<file path="src/rtl/score_display_scanner_pkg.sv">
// Shared types and helpers for the score display scanner: BCD digit type,
// blank code and converter state encoding.
package score_display_scanner_pkg;

  typedef logic [3:0] bcd_t;

  localparam bcd_t BCD_BLANK = 4'hF;

  typedef enum logic [1:0] {
    IDLE   = 2'd0,
    SHIFT  = 2'd1,
    COMMIT = 2'd2
  } conv_state_t;

  // Double-dabble correction applied to one nibble before each shift.
  function automatic bcd_t dabble_adj(input bcd_t d);
    return (d >= 4'd5) ? bcd_t'(d + 4'd3) : d;
  endfunction

endpackage

</file>
<file path="src/rtl/score_display_scanner_bin2bcd_seq.sv">
// Sequential double-dabble converter with saturation, a one-entry pending
// buffer and an atomically committed digit register bank.
module bin2bcd_seq
  import score_display_scanner_pkg::*;
#(
  parameter int N_DIGITS = 4,
  parameter int SCORE_W  = 14
) (
  input  logic                    clk,
  input  logic                    rst_n,
  input  logic [SCORE_W-1:0]      score,
  input  logic                    score_valid,
  output logic                    busy,
  output logic [4*N_DIGITS-1:0]   digits
);

  localparam int BCD_W = 4 * N_DIGITS;
  localparam int CNT_W = (SCORE_W > 1) ? $clog2(SCORE_W) : 1;
  localparam logic [CNT_W-1:0]   LAST_CNT  = CNT_W'(SCORE_W - 1);
  localparam logic [SCORE_W-1:0] MAX_SCORE = SCORE_W'(10 ** N_DIGITS - 1);

  conv_state_t          state_r;
  logic [SCORE_W-1:0]   bin_r;
  logic [BCD_W-1:0]     bcd_r;
  logic [CNT_W-1:0]     cnt_r;
  logic                 pend_r;
  logic [SCORE_W-1:0]   pend_val_r;
  logic                 busy_r;
  logic [BCD_W-1:0]     digits_r;

  logic [SCORE_W-1:0]   clamped_s;
  logic [BCD_W-1:0]     adj_s;
  logic [BCD_W-1:0]     bcd_shift_s;
  logic [SCORE_W-1:0]   bin_shift_s;

  // Saturate, then one double-dabble iteration on the current accumulator.
  always_comb begin
    clamped_s = (score > MAX_SCORE) ? MAX_SCORE : score;
    adj_s     = bcd_r;
    for (int i = 0; i < N_DIGITS; i++) begin
      adj_s[4*i +: 4] = dabble_adj(bcd_r[4*i +: 4]);
    end
    bcd_shift_s = {adj_s[BCD_W-2:0], bin_r[SCORE_W-1]};
    bin_shift_s = {bin_r[SCORE_W-2:0], 1'b0};
  end

  // Converter FSM: load, SCORE_W shifts, commit; busy bridges a pending restart.
  always_ff @(posedge clk or negedge rst_n) begin
    if (!rst_n) begin
      state_r  <= IDLE;
      bin_r    <= {SCORE_W{1'b0}};
      bcd_r    <= {BCD_W{1'b0}};
      cnt_r    <= {CNT_W{1'b0}};
      busy_r   <= 1'b0;
      digits_r <= {BCD_W{1'b0}};
    end else begin
      case (state_r)
        IDLE: begin
          if (score_valid || pend_r) begin
            bin_r   <= score_valid ? clamped_s : pend_val_r;
            bcd_r   <= {BCD_W{1'b0}};
            cnt_r   <= {CNT_W{1'b0}};
            busy_r  <= 1'b1;
            state_r <= SHIFT;
          end else begin
            busy_r  <= 1'b0;
          end
        end
        SHIFT: begin
          bin_r <= bin_shift_s;
          bcd_r <= bcd_shift_s;
          if (cnt_r == LAST_CNT) begin
            state_r <= COMMIT;
          end else begin
            cnt_r <= cnt_r + CNT_W'(1);
          end
        end
        COMMIT: begin
          digits_r <= bcd_r;
          busy_r   <= pend_r | score_valid;
          state_r  <= IDLE;
        end
        default: begin
          busy_r  <= 1'b0;
          state_r <= IDLE;
        end
      endcase
    end
  end

  // Pending buffer: latest request during a conversion wins; IDLE consumes it.
  always_ff @(posedge clk or negedge rst_n) begin
    if (!rst_n) begin
      pend_r     <= 1'b0;
      pend_val_r <= {SCORE_W{1'b0}};
    end else if (score_valid && (state_r != IDLE)) begin
      pend_r     <= 1'b1;
      pend_val_r <= clamped_s;
    end else if (state_r == IDLE) begin
      pend_r     <= 1'b0;
    end else begin
      pend_r     <= pend_r;
    end
  end

  assign busy   = busy_r;
  assign digits = digits_r;

endmodule

</file>
<file path="src/rtl/score_display_scanner.sv">
// Score display front end: BCD conversion plus a free-running digit scanner
// driving one shared decoder input with active-low anodes and zero blanking.
module score_display_scanner
  import score_display_scanner_pkg::*;
#(
  parameter int N_DIGITS    = 4,
  parameter int SCORE_W     = 14,
  parameter int REFRESH_DIV = 50000
) (
  input  logic                 clk,
  input  logic                 rst_n,
  input  logic [SCORE_W-1:0]   score,
  input  logic                 score_valid,
  output logic                 busy,
  output logic [3:0]           digit_val,
  output logic [N_DIGITS-1:0]  anode_n
);

  localparam int PRESC_W = $clog2(REFRESH_DIV);
  localparam int IDX_W   = (N_DIGITS > 1) ? $clog2(N_DIGITS) : 1;
  localparam logic [PRESC_W-1:0]  PRESC_LAST = PRESC_W'(REFRESH_DIV - 1);
  localparam logic [IDX_W-1:0]    IDX_LAST   = IDX_W'(N_DIGITS - 1);
  localparam logic [N_DIGITS-1:0] ANODE_RST  = ~(N_DIGITS'(1));

  logic [4*N_DIGITS-1:0] digits_s;
  logic [PRESC_W-1:0]    presc_r;
  logic [IDX_W-1:0]      digit_idx_r;
  logic                  nz_s;
  bcd_t                  cur_s;
  bcd_t                  sel_digit_s;
  logic [N_DIGITS-1:0]   sel_anode_s;

  bin2bcd_seq #(
    .N_DIGITS (N_DIGITS),
    .SCORE_W  (SCORE_W)
  ) u_conv (
    .clk         (clk),
    .rst_n       (rst_n),
    .score       (score),
    .score_valid (score_valid),
    .busy        (busy),
    .digits      (digits_s)
  );

  // Prescaler and digit index; runs regardless of converter activity.
  always_ff @(posedge clk or negedge rst_n) begin
    if (!rst_n) begin
      presc_r     <= {PRESC_W{1'b0}};
      digit_idx_r <= {IDX_W{1'b0}};
    end else if (presc_r == PRESC_LAST) begin
      presc_r     <= {PRESC_W{1'b0}};
      digit_idx_r <= (digit_idx_r == IDX_LAST) ? {IDX_W{1'b0}} : digit_idx_r + IDX_W'(1);
    end else begin
      presc_r     <= presc_r + PRESC_W'(1);
    end
  end

  // Walk from the top digit down so nz_s marks "this or a higher digit is nonzero".
  always_comb begin
    nz_s        = 1'b0;
    cur_s       = 4'd0;
    sel_digit_s = BCD_BLANK;
    sel_anode_s = {N_DIGITS{1'b1}};
    for (int i = N_DIGITS - 1; i >= 0; i--) begin
      cur_s = digits_s[4*i +: 4];
      nz_s  = nz_s | (cur_s != 4'd0);
      if (digit_idx_r == IDX_W'(i)) begin
        sel_digit_s = (nz_s || (i == 0)) ? cur_s : BCD_BLANK;
        sel_anode_s = ~(N_DIGITS'(1) << i);
      end else begin
        sel_digit_s = sel_digit_s;
      end
    end
  end

  // Digit value and anode share one register stage so they always move together.
  always_ff @(posedge clk or negedge rst_n) begin
    if (!rst_n) begin
      digit_val <= 4'd0;
      anode_n   <= ANODE_RST;
    end else begin
      digit_val <= sel_digit_s;
      anode_n   <= sel_anode_s;
    end
  end

endmodule

</file>
<file path="config.mk">
export PLATFORM = sky130hd
export DESIGN_NAME = score_display_scanner
export DESIGN_NICKNAME = d
export VERILOG_FILES = /design/src/rtl/score_display_scanner_pkg.sv /design/src/rtl/score_display_scanner_bin2bcd_seq.sv /design/src/rtl/score_display_scanner.sv
export SDC_FILE = /design/constraint.sdc
export NUM_CORES = 1
export LEC_CHECK = 0
export CORE_UTILIZATION = 60
export CTS_CLUSTER_DIAMETER = 40
export DETAILED_ROUTE_END_ITERATION = 8
export PLACE_DENSITY = 0.87
export REMOVE_ABC_BUFFERS = 1
export SYNTH_ARGS = -nofsm -noshare
export SYNTH_HDL_FRONTEND = slang
export SYNTH_SLANG_ARGS = --single-unit
</file>
<file path="constraint.sdc">
create_clock -name clk -period 5.9 [get_ports clk]
set_clock_uncertainty 0.2 [all_clocks]
set_input_delay 0.59 -clock clk [delete_from_list [all_inputs] [get_ports clk]]
set_output_delay 0.59 -clock clk [all_outputs]
set_load 0.005 [all_outputs]
</file>
### Yosys cells after proc, flatten, opt, wreduce, memory -nomap -nowiden

Cells that the tools add are included.

* register bits: 94
* bits of input ports: 17
* output and inout bits: 9

* $add $sub $neg: 7
* $lt $le $gt $ge: 5
* equality and inequality tests: 10
* muxes and demuxes: 33
* bitwise logic cells: 3
* reduce and logical (&&, ||, !) cells: 13

Operators by type and width (count)
* $mux 4: 16
* $mux 14: 3
* $mux 16: 2
* $pmux 16 s2: 1
* $pmux 14 s2: 1
* $add 16x1->16 const B: 1
* $eq 16x16->1 const B: 1
* $ge 4x3->1 const B: 4
* $gt 14x14->1 const B: 1
* $add 4x2->4 const B: 3
* $reduce_bool 4->1: 3
* $pmux 4 s2: 1
* $eq 2x2->1 const B: 3
* $mux 2: 3
* $reduce_bool 2->1: 3
* $add 4x1->4 const B: 1
* $eq 2x1->1 const B: 2
* $eq 4x4->1 const B: 1
* $logic_not 2->1: 2
* $ne 2x1->1 const B: 2
* $pmux 2 s2: 1
* $reduce_and 2->1: 2
* $add 3x2->3 const B: 1
* $mux 1: 3
* other kinds (8): 10

### Logic depth before layout (Yosys ltp)

Gate-level depths: netlist of the first run.

* word-level depth: 6
* mapped depth: 6

### Cells and area by module

A second synthesis of the first run with hierarchy kept.

* cells, all modules: 474
* area total of the unflattened synthesis: 4729.5 um^2

Modules (own cells, without submodules)
* bin2bcd_seq: instances 1, cells each 357, area each 3414.5 um^2, sequential area each 1701.6 um^2
* score_display_scanner: instances 1, cells each 117, area each 1315.0 um^2, sequential area each 654.4 um^2

### Worst setup path after synthesis of the first run

OpenSTA, ideal clock, no wires.

* path type: register to register
* from: register digit_idx_r[0]
* to: register digit_val[2]
* library setup time: 0.119 ns
* arrival time: 1.595 ns
* slack: 3.985 ns
* stages on the path, launching flop included: 6
* buffers on the path: 0
* cell sequence: dfrtp_1 inv_1 ha_1 or4b_2 a21oi_1 nor2_1

* word-level cells in the longest chain between the ends: 5
* elaborated cells between the ends (all ways): 8
* classes of those cells: 3 x eq/ne; 4 x mux; 1 x reduce/logical

RTL lines
* start, declared: RTL line score_display_scanner.sv:27 `logic [IDX_W-1:0] digit_idx_r;`
* start signal, assigned: RTL line score_display_scanner.sv:49 `digit_idx_r <= {IDX_W{1'b0}};`
* start signal, assigned: RTL line score_display_scanner.sv:52 `digit_idx_r <= (digit_idx_r == IDX_LAST) ? {IDX_W{1'b0}} : digit_idx_r + IDX_W'(1);`
* $eq 2x2->1: RTL line score_display_scanner.sv:67 `if (digit_idx_r == IDX_W'(i)) begin`
* $mux 4 (3 in series): RTL line score_display_scanner.sv:67
* $mux 4 *: RTL line score_display_scanner.sv:67
* via sel_digit_s[2]: RTL line score_display_scanner.sv:30 `bcd_t sel_digit_s;`
* end signal, assigned: RTL line score_display_scanner.sv:82 `digit_val <= sel_digit_s;`
* end, declared: RTL line score_display_scanner.sv:15 `output logic [3:0] digit_val,`

The timed path passes the listed nets; every way through them passes the cells marked *.
A chain may end at the register's enable or synchronous reset.

### Final worst setup path of the first run

* from: input score_valid
* to: register u_conv.pend_val_r[3]

* word-level cells in the longest chain between the ends: 1

RTL lines
* start, declared: RTL line score_display_scanner.sv:13 `input logic score_valid,`
* $logic_and 1x1->1: RTL line score_display_scanner_bin2bcd_seq.sv:96 `end else if (score_valid && (state_r != IDLE)) begin`
* end signal, assigned: RTL line score_display_scanner_bin2bcd_seq.sv:95 `pend_val_r <= {SCORE_W{1'b0}};`
* end signal, assigned: RTL line score_display_scanner_bin2bcd_seq.sv:98 `pend_val_r <= clamped_s;`
* end, declared: RTL line score_display_scanner_bin2bcd_seq.sv:27 `logic [SCORE_W-1:0] pend_val_r;`

No other way between the ends.

==> impl_metrics.csv, run 1 <==
group,metric,value,unit
placed_design,numPortBuffers,25,
sta,rsz0062_at_grt,"false",
cells_and_area,drive_above_1_share,0.0993,
power,netSwitchingFraction,0.369,
clock_network,clk_path_buf_depth,2,
cells_and_area,final_nets,473,
clock_network,htreeDepth,3,
outcome,run_status,"complete, no violations",
detailed_routing,ant_nets,0,
setup_path,worst_ep_required_time,5970,ps
detailed_routing,viasPerCell,5.99,
yosys,ys_seq_area_frac,0.530,
sta,setup_violations,0,
yosys,syn_area,4450,um^2
cells_and_area,syn_to_final_growth,11.9,%
cells_and_area,mostFrequentLayoutCells,"dfrtp_1 (91), nor2_1 (30), o21ai_0 (26)",
yosys,synthTopCellsByArea,"dfrtp_1 (51%), ha_1 (5.1%), o21ai_0 (2.9%)",
floorplan,rows,31,
detailed_routing,wl,8570,um
detailed_routing,drt_iter0_drc,250,
yosys,synth_top_cell_by_area,"dfrtp_1",
floorplan,die_w,88.1,um
sta,tightest_slew,817,ps
setup_path,cpPeakStageDelay,930,ps
yosys,synth_edf_count,0,
power,comb_power_share,0.359,
cells_and_area,mostFrequentLayoutCell,"dfrtp_1",
power,leakagePower,0.00223,uW
clock_network,clock-sinks,94,
floorplan,initial_core_util,0.616,
sta,fin_crit_sh,0.445,
placed_design,dp.final_hpwl,6020,um
floorplan,core_area,7210,um^2
yosys,synth_top_area_share,0.512,
yosys,syn_inst,412,
setup_path,rr_startpoint,"u_conv.state_r[0]",
yosys,synth.avg_cell_area,10.8,um^2
clock_network,clkLatencyLatePin,370,ps
min_path,hold_path_startpoint,"u_conv.bin_r[0]",
sta,slew_headroom,0.456,
yosys,synth_flop_cell,"dfrtp_1",
power,pwr-share-clk,0.188,
global_route,antenna_found_initial,0,
yosys,ys_ff_latch,94,
setup_path,cp-end-kind,"register",
setup_path,startpoint_type,"input port",
flow_run,maxCapViolations,0,
clock_network,cts_buffers,9,
clock_network,clk_pin_slew,100,ps
sta,whs,283,ps
cells_and_area,fillers,531,
power,p_switching,807,uW
setup_path,critPathMaxFanout,20,
yosys,synth_cell_types,50,
clock_network,cts_resized,0,
placed_design,gp_congestion,0.845,
cells_and_area,seq_area,2360,um^2
setup_path,cp_slowest_cell,"clkdlybuf4s50_1",
power,power_density,439,nW/um^2
detailed_routing,route.vias.total,3246,
floorplan,boundaryPins,26,
sta,max_freq,0.381,GHz
power,p_int,1380,uW
power,p_seq_frac,0.453,
global_route,grt_max_degree,69,
setup_path,worstPathArrival,2690,ps
setup_path,critPathKind,"input port to register",
global_route,grt_overflow,0,
min_path,min_path_type,"register to register",
clock_network,cts_tree,"yes",
setup_path,crit_start,"score_valid",
power,peakVddDrop,0.223,mV
detailed_routing,drt_first_pass_iters,4,
global_route,grt_pass1_vias,3212,
yosys,ys_async_sr_fraction,1.00,
setup_path,path_cells,"clkdlybuf4s50_1 -> inv_1 -> nor2_2 -> o21ai_1 -> o22a_1",
sta,hold_viol_final,0,
global_route,grt_pass1_wl,14300,um
floorplan,die_h,88.1,um
clock_network,cts.root.buffer_cell,"clkbuf_8",
setup_path,cp_num_buf_inv,2,
yosys,ys_warn_count,0,
floorplan,die_area,7760,um^2
sta,period_needed,2630,ps
cells_and_area,antenna_cells,0,
global_route,grt_util_all_layers,0.242,
detailed_routing,drc,0,
sta,finalMaxSlewViolations,0,
detailed_routing,wl_per_cell,15.8,um
sta,tns,0,ps
cells_and_area,multi_input_area,1950,um^2
setup_path,crit_family,"buffers and inverters",
[power groups by stage]
stage	Sequential (uW)	Combinational (uW)	Clock [uW]
6_report	990	784	410
5_1_grt	1020	881	440
4_1_cts	987	788	417
3_5_place_dp	999	780	0
3_3_place_gp	989	738	0
2_1_floorplan	957	588	0
[flip-flops by register name, summed over array words and instances (netlist names)]
register           cells
u_conv.busy            1
u_conv.state_r         2
presc_r               16
digit_idx_r            2
u_conv.digits         16
u_conv.bcd_r          16
u_conv.pend_r          1
u_conv.cnt_r           4
anode_n                4
u_conv.pend_val_r     14
u_conv.bin_r          14
digit_val              4
[kinds of logic (layout without fill, tap and decap cells)]
family,after synthesis,in the layout,synth area share
muxes,18,18,0.0433
AOI/OAI and AO/OA,102,102,0.160
and+or+nand+nor,122,122,0.141
xor gates and xnor gates,22,22,0.0433
DFF,94,94,0.530
adders and majority gates,18,18,0.0506
buffers and inverters,36,67,0.0324
[area by class of cell]
class,count,area share
multi-input cells,282,0.391
inverters,22,0.0166
clock inverters,7,0.0128
well taps,99,0.0249
flip-flops and latches,94,0.473
clock buffers,9,0.0249
repair buffers,29,0.0563
[worst reg2reg max path: cells and delay by family, from the launching register on]
family                 cells  cell delay (ps)
AOI/OAI and AO/OA          3              580
buffers and inverters      1              300
DFF                        1              590
and+or+nand+nor            1              680
[synth_stat cells (4+ instances only)]
master	number
dfrtp_1	91
nor2_1	30
o21ai_0	26
nand2_1	25
inv_1	21
ha_1	18
nor3_1	18
a21oi_1	16
o22ai_1	14
xnor2_1	14
nand2b_1	11
mux2_2	10
nand3_1	9
a22o_1	8
mux2i_1	8
xor2_1	8
buf_2	7
clkbuf_1	7
o22a_1	7
a221oi_1	5
nand4_1	5
a32o_1	4
o31ai_1	4
or4b_2	4
[worst paths after layout]
| check | cells after the start | slack [ps] | end |
|---|---|---|---|
| setup / recovery | 5 | 3270 | u_conv.pend_val_r[3] |
| hold reg to reg | 2 | 280 | u_conv.bin_r[0] |
| min in group asynchronous | 2 | 450 | digit_val[3] |
| max in group asynchronous | 3 | 3920 | u_conv.bcd_r[5] |
| setup reg to reg | 5 | 3510 | u_conv.bin_r[10] |
| hold / removal | 2 | 280 | u_conv.bin_r[0] |
[per-layer routing]
| metal | global-route usage | routed length [um] |
|---|---|---|
| met4 | 0.123 | 198 |
| met1 | 0.300 | 3710 |
| met3 | 0.0386 | 315 |
| met5 | 0 | 0 |
| met2 | 0.411 | 4340 |
[repair_timing]
item,CTS,global route
setup endpoints to repair,0,0
hold buffers,1,0
endpoints found under the hold margin,23,0
buffers inserted,0,0
[metrics by stage]
step	setup slack, ps	cell area, um^2	utilization	total power (uW)	std cells
6_report	3270	4980	0.690	2180	542
2_1_floorplan	3920	4390	-	1550	398
5_1_grt	3110	4980	0.690	2340	542
3_3_place_gp	3060	4780	0.663	1730	525
3_5_place_dp	2910	4780	0.663	1780	525
4_1_cts	3310	4980	0.690	2190	542
Power figures use the tool's default switching activity.
==> inputs of run 2 (changes only) <==
--- a/config.mk
+++ b/config.mk
@@ -5,10 +5,10 @@
 export SDC_FILE = /design/constraint.sdc
 export NUM_CORES = 1
 export LEC_CHECK = 0
-export CORE_UTILIZATION = 60
+export CORE_UTILIZATION = 59
 export CTS_CLUSTER_DIAMETER = 40
 export DETAILED_ROUTE_END_ITERATION = 8
-export PLACE_DENSITY = 0.87
+export PLACE_DENSITY = 0.86
 export REMOVE_ABC_BUFFERS = 1
 export SYNTH_ARGS = -nofsm -noshare
 export SYNTH_HDL_FRONTEND = slang
==> constraint.sdc (replaced) <==
create_clock -name clk -period 2.7 [get_ports clk]
set_clock_uncertainty 0.2 [all_clocks]
set_input_delay 0.27 -clock clk [delete_from_list [all_inputs] [get_ports clk]]
set_output_delay 0.27 -clock clk [all_outputs]
set_load 0.005 [all_outputs]
==> impl_metrics.csv, run 2 (synthesis results as in run 1) <==
group,metric,value,unit
outcome,run_status,"complete, no violations",
cells_and_area,mostFrequentLayoutCells,"dfrtp_1 (91), nor2_1 (30), o21ai_0 (26)",
flow_run,maxCapViolations,0,
placed_design,pre_cts_ws,373,ps
placed_design,gp_congestion,0.925,
clock_network,clk_pin_slew,90,ps
detailed_routing,drt_iter0_drc,242,
power,peakVddDrop,0.498,mV
global_route,grt_overflow,0,
floorplan,die_w,88.8,um
sta,setup_slack,578,ps
placed_design,dp.final_hpwl,6080,um
cells_and_area,finalNonFillerCells,547,
cells_and_area,mostFrequentLayoutCell,"dfrtp_1",
setup_path,cp_slowest_cell,"or4b_2",
floorplan,rows,31,
sta,tns,0,ps
setup_path,critPathMaxFanout,8,
detailed_routing,drc,0,
setup_path,cpPeakStageDelay,650,ps
setup_path,worst_ep_required_time,2750,ps
cells_and_area,final_nets,478,
detailed_routing,ant_nets,0,
clock_network,cts_buffers,9,
setup_path,critPathKind,"register to register",
detailed_routing,drt_first_pass_iters,4,
detailed_routing,viasPerCell,5.88,
detailed_routing,wl_per_cell,15.5,um
clock_network,hold_buffers,1,
setup_path,worstPathArrival,2170,ps
detailed_routing,route.vias.total,3219,
sta,hold_viol_final,0,
clock_network,cts.root.buffer_cell,"clkbuf_8",
cells_and_area,syn_to_final_growth,13.3,%
cells_and_area,finish.utilization,0.694,
placed_design,numPortBuffers,25,
setup_path,startpoint_type,"register",
setup_path,path_cells,"inv_1 -> ha_1 -> or4b_2 -> a21oi_1 -> nor2_1",
placed_design,dp.cells,530,
floorplan,initial_core_util,0.613,
sta,slew_headroom,0.444,
floorplan,die_h,88.8,um
cells_and_area,antenna_cells,0,
setup_path,cp_num_buf_inv,1,
clock_network,cts_resized,0,
power,power_density,964,nW/um^2
clock_network,clock-sinks,94,
global_route,grt_pass1_wl,14400,um
setup_path,cp-end-kind,"register",
clock_network,cts_setup_buffers,0,
global_route,grt_pass1_vias,3155,
global_route,grt_util_all_layers,0.244,
sta,rsz0062_at_grt,"false",
global_route,antenna_found_initial,0,
setup_path,crit_family,"simple AND/OR/NAND/NOR gates",
clock_network,clkLatencyLatePin,360,ps
sta,setup_violations,0,
floorplan,core_area,7250,um^2
sta,finalMaxSlewViolations,0,
sta,period_needed,2120,ps
cells_and_area,drive_above_1_share,0.107,
detailed_routing,wl,8500,um
clock_network,clk_path_buf_depth,2,
power,leakagePower,0.00226,uW
floorplan,die_area,7890,um^2
sta,max_freq,0.471,GHz
floorplan,boundaryPins,26,
clock_network,htreeDepth,3,
global_route,grt_max_degree,70,
min_path,min_path_type,"register to register",
clock_network,cts_tree,"yes",
sta,fin_crit_sh,0.786,
sta,tightest_slew,835,ps
-- run 2: layout make-up --
type	instances	area, um^2
Fill cell	532	2220
Timing Repair Buffer	34	318
Clock inverter	4	53.8
Clock buffer	12	155
Inverter	22	82.6
Multi-Input combinational cell	282	1950
Tap cell	99	124
Sequential cell	94	2360
-- run 2: layer usage --
layer | GRT usage | share of wire | vias up
li1 | - | - | 1548
met1 | 0.309 | 0.44 | 1598
met2 | 0.414 | 0.51 | 63
met3 | 0.0401 | 0.031 | 10
met4 | 0.109 | 0.011 | 0
met5 | 0 | 0 | -
-- run 2: path summary, 6_finish.rpt --
path                            depth (start not counted)  slack (ps)              from                 to
worst max-delay path                                    5         580    digit_idx_r[0]       digit_val[3]
worst min-delay path                                    2         280  u_conv.bin_r[11]   u_conv.bin_r[11]
worst max register to register                          5         580    digit_idx_r[0]       digit_val[3]
worst min register to register                          2         280  u_conv.bin_r[11]   u_conv.bin_r[11]
max in group asynchronous                               3        1210             rst_n        presc_r[13]
min in group asynchronous                               2         330             rst_n  u_conv.digits[12]
-- run 2: where the power goes --
part           leakage [uW]  internal [uW]  total (uW)  switching (uW)
Combinational      0.000977            820        1740             915
Sequential          0.00118           1840        2160             320
Clock             0.0000992            482         960             477
-- run 2: per-stage QoR --
stage / area [um^2] / hold WS, ps / total power (uW)
after global placement: 4820 / 211 / 3780
after floorplan: 4390 / -226 / 3380
after global routing: 5040 / 299 / 5200
after CTS: 5040 / 286 / 4880
after detailed placement: 4820 / 220 / 3900
final: 5040 / 285 / 4860
-- run 2: worst register-to-register path, stage by stage, from the launching register on --
cell and delay [ps]:
dfrtp_1 480, inv_1 120, ha_1 300, or4b_2 650, a21oi_1 200, nor2_1 70
==> inputs of run 3 (changes only) <==
--- a/config.mk
+++ b/config.mk
@@ -5,10 +5,10 @@
 export SDC_FILE = /design/constraint.sdc
 export NUM_CORES = 1
 export LEC_CHECK = 0
-export CORE_UTILIZATION = 59
+export CORE_UTILIZATION = 53
 export CTS_CLUSTER_DIAMETER = 40
 export DETAILED_ROUTE_END_ITERATION = 8
-export PLACE_DENSITY = 0.86
+export PLACE_DENSITY = 0.82
 export REMOVE_ABC_BUFFERS = 1
 export SYNTH_ARGS = -nofsm -noshare
 export SYNTH_HDL_FRONTEND = slang
==> constraint.sdc (replaced) <==
create_clock -name clk -period 1.81 [get_ports clk]
set_clock_uncertainty 0.2 [all_clocks]
set_input_delay 0.181 -clock clk [delete_from_list [all_inputs] [get_ports clk]]
set_output_delay 0.181 -clock clk [all_outputs]
set_load 0.005 [all_outputs]
==> impl_metrics.csv, run 3 (synthesis results as in run 1) <==
group,metric,value,unit
power,pwr-share-clk,0.197,
global_route,grt_pass1_vias,3635,
setup_path,critPathKind,"register to register",
setup_path,crit_family,"simple AND/OR/NAND/NOR gates",
min_path,min_path_type,"input port to async pin",
clock_network,clk_pin_slew,90,ps
setup_path,crit_start,"u_conv.digits[12]",
sta,max_freq,0.527,GHz
detailed_routing,drt_first_pass_iters,5,
sta,setup_slack,-87.8,ps
sta,period_needed,1900,ps
cells_and_area,antenna_cells,0,
setup_path,rr_startpoint,"u_conv.digits[12]",
setup_path,cpPeakStageDelay,690,ps
power,peakVddDrop,0.680,mV
cells_and_area,mostFrequentLayoutCell,"dfrtp_1",
floorplan,die_h,93.6,um
cells_and_area,finish.utilization,0.683,
sta,fin_crit_sh,1.05,
global_route,antenna_found_initial,0,
cells_and_area,drive_above_1_share,0.236,
clock_network,clock-sinks,94,
setup_path,critPathMaxFanout,5,
clock_network,clkLatencyLatePin,360,ps
clock_network,cts_buffers,9,
clock_network,cts_tree,"yes",
setup_path,path_cells,"buf_4 -> buf_4 -> or4b_2 -> a21oi_2 -> nor2_1",
detailed_routing,ant_nets,0,
floorplan,rows,33,
setup_path,cp_num_buf_inv,2,
global_route,grt_max_degree,41,
sta,hold_viol_final,0,
global_route,grt_overflow,0,
setup_path,startpoint_type,"register",
cells_and_area,mostFrequentLayoutCells,"dfrtp_1 (90), buf_4 (57), nor2_1 (29)",
sta,rsz0062_at_grt,"true",
sta,finalMaxSlewViolations,0,
detailed_routing,drt_iter0_drc,207,
floorplan,die_w,93.6,um
global_route,grt_pass1_wl,16800,um
sta,slew_headroom,0.695,
setup_path,crit_path_frequent_cell,"buf_4",
placed_design,numPortBuffers,25,
placed_design,dp.final_hpwl,6710,um
clock_network,cts.root.buffer_cell,"clkbuf_8",
cells_and_area,final_nets,530,
power,netSwitchingFraction,0.349,
detailed_routing,wl_per_cell,16.1,um
clock_network,htreeDepth,3,
floorplan,die_area,8760,um^2
cells_and_area,final_cell_area,5580,um^2
floorplan,initial_core_util,0.544,
floorplan,core_area,8180,um^2
detailed_routing,drc,0,
detailed_routing,viasPerCell,5.82,
power,p_int,5090,uW
power,power_density,1400,nW/um^2
setup_path,cp_slowest_cell,"or4b_2",
placed_design,gp_congestion,0.868,
setup_path,worst_ep_required_time,1860,ps
power,p_switching,2730,uW
sta,tightest_slew,456,ps
power,comb_power_share,0.390,
detailed_routing,wl,9750,um
power,p_seq_frac,0.414,
setup_path,worstPathArrival,1950,ps
placed_design,placed_area,5200,um^2
flow_run,maxCapViolations,0,
cells_and_area,syn_to_final_growth,25.5,%
outcome,run_status,"finished with violations",
sta,tns,-247,ps
global_route,grt_util_all_layers,0.247,
outcome,violations,"setup timing",
setup_path,cp-end-kind,"register",
sta,setup_violations,4,
detailed_routing,route.vias.total,3515,
power,leakagePower,0.00254,uW
floorplan,boundaryPins,26,
clock_network,clk_path_buf_depth,2,
## run 3: cell types whose count changed in the layout (fill, tap and decap cells not counted), moves of 2 or more
| cell | before | now |
|---|---|---|
| o22ai_2 | 0 | 4 |
| ha_2 | 0 | 3 |
| o22ai_1 | 14 | 10 |
| o21ai_0 | 26 | 24 |
| buf_4 | 9 | 57 |
| a21oi_1 | 16 | 9 |
| a21oi_2 | 0 | 7 |
| buf_12 | 0 | 3 |
| ha_1 | 18 | 15 |
## run 3: routing by layer
metal  up-vias  part of all wire  routed length (um)  track usage
met1      1756              0.42                4130        0.298
li1       1657                 -                   -            -
met5         -                 0                   0            0
met3        16             0.038                 369       0.0504
met4         0             0.016                 156       0.0949
met2        86              0.52                5100        0.433
## run 3: worst reg2reg max path, delay by kind of cell, from the launching register on
kind,cells,cell delay (ps)
buffers and inverters,2,270
flip-flops,1,380
AND/OR/NAND/NOR,2,750
AO/OA/AOI/OAI,1,180
## run 3: worst paths after layout
| check | end | slack (ps) | depth (start not counted) |
|---|---|---|---|
| min reg2reg | u_conv.pend_val_r[11] | 290 | 2 |
| max in group asynchronous | u_conv.digits[9] | 400 | 3 |
| min | digit_val[3] | 140 | 3 |
| max | digit_val[0] | -90 | 5 |
| max reg2reg | digit_val[0] | -90 | 5 |
| min in group clk | u_conv.pend_val_r[0] | 250 | 2 |
## run 3: final cells by class
| cell class | count | area [um^2] |
|---|---|---|
| repair buffers | 86 | 751 |
| flip-flops and latches | 94 | 2360 |
| clock buffers | 10 | 138 |
| inverters | 22 | 82.6 |
| clock inverters | 5 | 83.8 |
| multi-input cells | 282 | 2040 |
| well taps | 105 | 131 |
| fillers | 617 | 2590 |
## run 3: through the flow
step | worst slack [ps] | power [uW] | cells | hold WS, ps
after floorplan | -168 | 5040 | 398 | -315
after detailed placement | -130 | 6130 | 581 | -160
after CTS | -24.1 | 7760 | 601 | 142
after global routing | -148 | 8360 | 604 | 161
after global placement | -93.6 | 5920 | 581 | -161
final | -87.8 | 7820 | 604 | 143
## run 3: what timing repair did
action / 4_1_cts / 5_1_grt
hold endpoints to repair: 94 / 0
endpoints found under the setup margin: 4 / 39
buffers inserted: 3 / 3
gates resized for setup: 8 / 17
hold buffers: 2 / 0
gates cloned: 0 / 0
pin swaps: 7 / 2
## run 3: power groups by stage
stage,clock (uW),sequential [uW],combinational (uW)
6_report,1540,3240,3050
5_1_grt,1650,3310,3400
4_1_cts,1570,3190,3000
3_5_place_dp,0,3230,2910
3_3_place_gp,0,3180,2740
2_1_floorplan,0,3120,1920
